===== src/rtl/gpioemu_host.sv =====
// gpioemu_host: host-side bus sequencer for the multiplier peripheral.
// Ports: clk/reset; job_* in (valid/ready); res_* out (valid/ready);
//        busy; saddress/swr/srd/sdata_out to peripheral, sdata_in from it.
module gpioemu_host #(
  parameter int          SETUP      = 1,
  parameter int          STROBE     = 2,
  parameter int          HOLD       = 1,
  parameter int          POLL_GAP   = 4,
  parameter int          POLL_LIMIT = 1024,
  parameter logic [15:0] ADDR_A1    = 16'h0380,
  parameter logic [15:0] ADDR_A2    = 16'h0388,
  parameter logic [15:0] ADDR_W     = 16'h0390,
  parameter logic [15:0] ADDR_L     = 16'h0398,
  parameter logic [15:0] ADDR_CTRL  = 16'h03A0
) (
  input  logic        clk,
  input  logic        reset,
  input  logic        job_valid,
  output logic        job_ready,
  input  logic [23:0] job_a1,
  input  logic [23:0] job_a2,
  output logic        res_valid,
  input  logic        res_ready,
  output logic [31:0] res_w,
  output logic [5:0]  res_ones,
  output logic        res_ovf,
  output logic        res_timeout,
  output logic        busy,
  output logic [15:0] saddress,
  output logic        swr,
  output logic        srd,
  output logic [31:0] sdata_out,
  input  logic [31:0] sdata_in
);

  localparam int T    = SETUP + STROBE + HOLD;
  localparam int CMAX = (T > POLL_GAP) ? T : POLL_GAP;
  localparam int CW   = $clog2(CMAX + 1);
  localparam int PW   = $clog2(POLL_LIMIT + 1);

  typedef enum logic [3:0] {
    S_IDLE, S_WR_A1, S_WR_A2, S_WR_GO, S_POLL,
    S_GAP, S_RD_W, S_RD_L, S_RESP
  } state_t;

  state_t        state_q, state_d;
  logic [CW-1:0] cnt_q, cnt_d;
  logic [PW-1:0] poll_q, poll_d;
  logic [23:0]   a1_q, a1_d, a2_q, a2_d;
  logic [1:0]    stat_q, stat_d;
  logic [31:0]   w_q, w_d;
  logic [5:0]    ones_q, ones_d;
  logic          ovf_q, ovf_d, tmo_q, tmo_d;
  logic [15:0]   addr_q, addr_d;
  logic [31:0]   dout_q, dout_d;
  logic          swr_q, swr_d, srd_q, srd_d;
  logic          rv_q, rv_d, jr_q, jr_d, busy_q, busy_d;
  logic          last, smp, stb;

  assign last = (cnt_q == CW'(T - 1));
  assign smp  = (cnt_q == CW'(SETUP + STROBE - 1));

  always_comb begin
    state_d = state_q;
    cnt_d   = cnt_q + 1'b1;
    poll_d  = poll_q;
    a1_d    = a1_q;
    a2_d    = a2_q;
    stat_d  = stat_q;
    w_d     = w_q;
    ones_d  = ones_q;
    ovf_d   = ovf_q;
    tmo_d   = tmo_q;
    unique case (state_q)
      S_IDLE: begin
        cnt_d = '0;
        if (job_valid && jr_q) begin
          state_d = S_WR_A1;
          a1_d    = job_a1;
          a2_d    = job_a2;
          poll_d  = '0;
          w_d     = '0;
          ones_d  = '0;
          ovf_d   = 1'b0;
          tmo_d   = 1'b0;
        end
      end
      S_WR_A1: if (last) begin
        state_d = S_WR_A2;
        cnt_d   = '0;
      end
      S_WR_A2: if (last) begin
        state_d = S_WR_GO;
        cnt_d   = '0;
      end
      S_WR_GO: if (last) begin
        state_d = S_POLL;
        cnt_d   = '0;
      end
      S_POLL: begin
        if (smp) stat_d = sdata_in[1:0];
        if (last) begin
          cnt_d = '0;
          // bit1 = done; bit0 clear means product overflowed 32 bits
          if (stat_q[1]) begin
            state_d = S_RD_W;
            ovf_d   = !stat_q[0];
          end else if (poll_q == PW'(POLL_LIMIT - 1)) begin
            state_d = S_RESP;
            tmo_d   = 1'b1;
            poll_d  = poll_q + 1'b1;
          end else begin
            poll_d  = poll_q + 1'b1;
            state_d = (POLL_GAP == 0) ? S_POLL : S_GAP;
          end
        end
      end
      S_GAP: if (int'(cnt_q) >= POLL_GAP - 1) begin
        state_d = S_POLL;
        cnt_d   = '0;
      end
      S_RD_W: begin
        if (smp) w_d = sdata_in;
        if (last) begin
          state_d = S_RD_L;
          cnt_d   = '0;
        end
      end
      S_RD_L: begin
        if (smp) ones_d = sdata_in[5:0];
        if (last) begin
          state_d = S_RESP;
          cnt_d   = '0;
        end
      end
      S_RESP: begin
        cnt_d = '0;
        if (rv_q && res_ready) state_d = S_IDLE;
      end
      default: begin
        state_d = S_IDLE;
        cnt_d   = '0;
      end
    endcase

    // Bus outputs are registered from the next state and phase
    stb    = (int'(cnt_d) >= SETUP) && (int'(cnt_d) < SETUP + STROBE);
    addr_d = '0;
    dout_d = '0;
    swr_d  = 1'b0;
    srd_d  = 1'b0;
    unique case (state_d)
      S_WR_A1: begin
        addr_d = ADDR_A1;
        dout_d = {8'h0, a1_d};
        swr_d  = stb;
      end
      S_WR_A2: begin
        addr_d = ADDR_A2;
        dout_d = {8'h0, a2_d};
        swr_d  = stb;
      end
      S_WR_GO: begin
        addr_d = ADDR_CTRL;
        dout_d = 32'h1;
        swr_d  = stb;
      end
      S_POLL: begin
        addr_d = ADDR_CTRL;
        srd_d  = stb;
      end
      S_RD_W: begin
        addr_d = ADDR_W;
        srd_d  = stb;
      end
      S_RD_L: begin
        addr_d = ADDR_L;
        srd_d  = stb;
      end
      default: ;
    endcase
    rv_d   = (state_d == S_RESP);
    jr_d   = (state_d == S_IDLE);
    busy_d = (state_d != S_IDLE);
  end

  always_ff @(posedge clk) begin
    if (reset) begin
      state_q <= S_IDLE;
      cnt_q   <= '0;
      poll_q  <= '0;
      a1_q    <= '0;
      a2_q    <= '0;
      stat_q  <= '0;
      w_q     <= '0;
      ones_q  <= '0;
      ovf_q   <= 1'b0;
      tmo_q   <= 1'b0;
      addr_q  <= '0;
      dout_q  <= '0;
      swr_q   <= 1'b0;
      srd_q   <= 1'b0;
      rv_q    <= 1'b0;
      jr_q    <= 1'b1;
      busy_q  <= 1'b0;
    end else begin
      state_q <= state_d;
      cnt_q   <= cnt_d;
      poll_q  <= poll_d;
      a1_q    <= a1_d;
      a2_q    <= a2_d;
      stat_q  <= stat_d;
      w_q     <= w_d;
      ones_q  <= ones_d;
      ovf_q   <= ovf_d;
      tmo_q   <= tmo_d;
      addr_q  <= addr_d;
      dout_q  <= dout_d;
      swr_q   <= swr_d;
      srd_q   <= srd_d;
      rv_q    <= rv_d;
      jr_q    <= jr_d;
      busy_q  <= busy_d;
    end
  end

  assign job_ready   = jr_q;
  assign res_valid   = rv_q;
  assign res_w       = w_q;
  assign res_ones    = ones_q;
  assign res_ovf     = ovf_q;
  assign res_timeout = tmo_q;
  assign busy        = busy_q;
  assign saddress    = addr_q;
  assign swr         = swr_q;
  assign srd         = srd_q;
  assign sdata_out   = dout_q;

endmodule


===== config.mk =====
export PLATFORM = sky130hd
export DESIGN_NAME = gpioemu_host
export DESIGN_NICKNAME = d
export VERILOG_FILES = /design/src/rtl/gpioemu_host.sv
export SDC_FILE = /design/constraint.sdc
export NUM_CORES = 1
export LEC_CHECK = 0
export ABC_AREA = 1
export BUFFER_PORTS_ARGS = -buffer_cell sky130_fd_sc_hd__clkbuf_2
export CORE_MARGIN = 3
export CORE_UTILIZATION = 52
export CTS_CLUSTER_DIAMETER = 200
export DETAILED_ROUTE_END_ITERATION = 12
export PLACE_DENSITY = 0.8
export SLEW_MARGIN = 0
export SYNTH_ARGS = -nofsm -noshare
export SYNTH_HDL_FRONTEND = slang
export SYNTH_SLANG_ARGS = --single-unit

===== constraint.sdc =====
create_clock -name clk -period 2.5 [get_ports clk]
set_clock_uncertainty 0.15 [all_clocks]
set_input_delay 0.25 -clock clk [delete_from_list [all_inputs] [get_ports clk]]
set_output_delay 0.25 -clock clk [all_outputs]
set_load 0.02 [all_outputs]

==> flow_metrics.env <==
export IMPL_status="finished, final reports clean"
export IMPL_period_minus_slack_ps=2290
export IMPL_yosys_top_cells_area="dfxtp_1 (46%), nand2_1 (13%), a21oi_1 (8.2%)"
export IMPL_max_slew_margin_rel_pct=66.0
export IMPL_p_switching_w=0.00145
export IMPL_dr_total_vias=6139
export IMPL_antenna_cells=0
export IMPL_die_w_um=115
export IMPL_core_um2=11500
export IMPL_syn_area_um2=6140
export IMPL_multi_input_area_um2=2740
export IMPL_synthDistinctLibCells=34
export IMPL_wirelength_mm=17.0
export IMPL_cts_tree="done"
export IMPL_cp_end_kind="register"
export IMPL_postSynthCellCount=846
export IMPL_p_comb_share_pct=12.4
export IMPL_die_h_um=115
export IMPL_numPortBuffers=158
export IMPL_timing_fmax_ghz=0.437
export IMPL_first_iter_violations=418
export IMPL_netlist_area_leader_share_pct=46.0
export IMPL_mostFrequentLayoutCells="nand2_1 (218), clkbuf_2 (157), dfxtp_1 (141), nor2_1 (102), a21oi_1 (101)"
export IMPL_drv_slew=0
export IMPL_synthArstFlopShare_pct=0
export IMPL_hold_violations=0
export IMPL_layout_nets=1137
export IMPL_irDropWorstVdd_uv=541
export IMPL_drv_cap=0
export IMPL_setup_viol=0
export IMPL_clk_latency_ps=420
export IMPL_cts_sinks=141
export IMPL_antenna_found_initial=0
export IMPL_die_area_um2=13100
export IMPL_cp_arrival_ps=2480
export IMPL_dp_cells=1116
export IMPL_cts_root_buf="clkbuf_16"
export IMPL_worstMarginPinSlew_ps=510
export IMPL_synth_seq_area_share_pct=46.0
export IMPL_syn2layout_area_growth_pct=33.9
export IMPL_finalCritPeriodShare_pct=91.6
export IMPL_start_util_pct=53.5
export IMPL_hold_slack_ps=19.7
export IMPL_drtPass1Iterations=5
export IMPL_synth_top_area_cell="dfxtp_1"
export IMPL_io_pins=177
export IMPL_gr_total_overflow=0
export IMPL_post_cts_repair_setup_buffers=0
export IMPL_synth_edf_count=0
export IMPL_ys_ff_latch=141
export IMPL_grt_max_degree=65
export IMPL_seqPwrFrac_pct=39.6
export IMPL_p_per_area_nw_per_um2=734
export IMPL_seq_area_um2=2820
export IMPL_ctsHtreeMaxLevel=4
export IMPL_vias_per_cell=5.10
export IMPL_leakage_nw=3.85
export IMPL_fin_cells=1203
export IMPL_yosysWarningCount=0
export IMPL_p_int_w=0.00458
export IMPL_drive_above_1_share_pct=22.1
export IMPL_rows=39
export IMPL_crit_type="register to register"
export IMPL_path_clk_slew_ps=60
export IMPL_power_frac_clock_pct=48.0
export IMPL_grt_total_usage_pct=26.4
export IMPL_critPathLaunchType="register"
export IMPL_crit_required_ps=2690
export IMPL_synthFlopType="dfxtp_1"
export IMPL_drt_wirelength_per_cell_um=14.1
export IMPL_finalWeightedCongestion=0.925
export IMPL_hpwlAfterDp_mm=10.3
export IMPL_cts_buffer_depth=2
export IMPL_power_w=0.00603
export IMPL_final_common_cell="nand2_1"
export IMPL_ant_nets=0
export IMPL_cp_max_fo=48
export IMPL_first_global_vias=5927
export IMPL_rsz0062_at_grt="false"
export IMPL_numCtsBuffers=17
export IMPL_num_fill_cells=858
export IMPL_reg2reg_slack_ps=210
export IMPL_drc=0
export IMPL_avgSynthCellArea_um2=7.26
export IMPL_grt_pass1_wl_mm=28.0
export IMPL_hold_class="input port to register"
export IMPL_fin_setup_tns_ps=0
export IMPL_swShare_pct=24.1
registers in the layout (all words and copies together) (netlist names), 3 cells and up:
register and flops:
a1_q 24, a2_q 24, cnt_q 3, poll_q 11, res_ones 6, res_w 32, saddress 4, sdata_out 24
state_q 4
logic make-up after synthesis:
kind of cell               synth area share [%]
and+or+nand+nor                            30.7
AOI/OAI and AO/OA                          11.0
buffers and inverters                      10.6
DFF                                        46.0
adders and majority gates                  1.02
xor gates and xnor gates                  0.713
other                                    0.0611
per-stage QoR:
step | utilization (%) | cell area (um2) | setup slack, ps
after floorplan | - | 6200 | 459
after global placement | 60.8 | 6970 | 186
after detailed placement | 60.8 | 6970 | 136
after CTS | 71.6 | 8210 | 63.1
after global routing | 71.7 | 8220 | 21.7
final | 71.7 | 8220 | 210
worst paths after layout:
path | startpoint | depth (start not counted) | to
setup / recovery | state_q[3] | 10 | sdata_out[20]
hold / removal | job_a2[13] | 4 | a2_q[13]
setup reg to reg | state_q[3] | 10 | sdata_out[20]
hold reg to reg | res_ones[5] | 2 | res_ones[5]
power groups by stage:
stage / clock (W) / sequential (W) / combinational, W
floorplan: 0 / 0.00249 / 0.000419
global placement: 0 / 0.00243 / 0.000646
detailed placement: 0 / 0.00244 / 0.000653
CTS: 0.00292 / 0.00239 / 0.000730
global route: 0.00303 / 0.00240 / 0.000827
finish: 0.00290 / 0.00239 / 0.000746
final cells by class:
cell class | count | share of cell area (%)
Multi-Input combinational cell | 592 | 33.3
Sequential cell | 141 | 34.3
Tap cell | 143 | 2.18
Clock buffer | 20 | 5.68
Inverter | 66 | 3.04
Clock inverter | 11 | 2.57
Timing Repair Buffer | 230 | 18.8
critical path, stage by stage, from the launching register on:
cell and delay [ps]:
dfxtp_1 370, nor2_2 270, inv_1 70, nor2_1 120, inv_2 60, nor2_4 110
buf_4 440, nand2_1 180, nand2_1 140, nand4_1 120, a21oi_1 170
cell usage after synthesis (3+ instances only):
cell type / count
a21oi_1: 101
and2_1: 24
buf_2: 12
buf_4: 29
buf_6: 5
clkbuf_1: 17
dfxtp_1: 141
ha_1: 5
inv_1: 57
inv_2: 9
nand2_1: 219
nand2_2: 3
nand3_1: 30
nand4_1: 28
nor2_1: 104
nor2_4: 4
nor3_1: 12
o21ai_0: 24
xor2_1: 4
repair_timing:
action	4_1_cts	5_1_grt
gates resized for setup	0	7
hold endpoints to repair	62	0
hold buffers	56	0
endpoints found under the setup margin	0	43
metal layers:
metal,track usage (%),routed length [um],vias up
met3,6.82,1100,50
met2,44.5,8370,236
met1,31.7,6990,2779
li1,-,-,3074
met5,0,0,-
met4,11.6,524,0
Power figures use the tool's default switching activity.
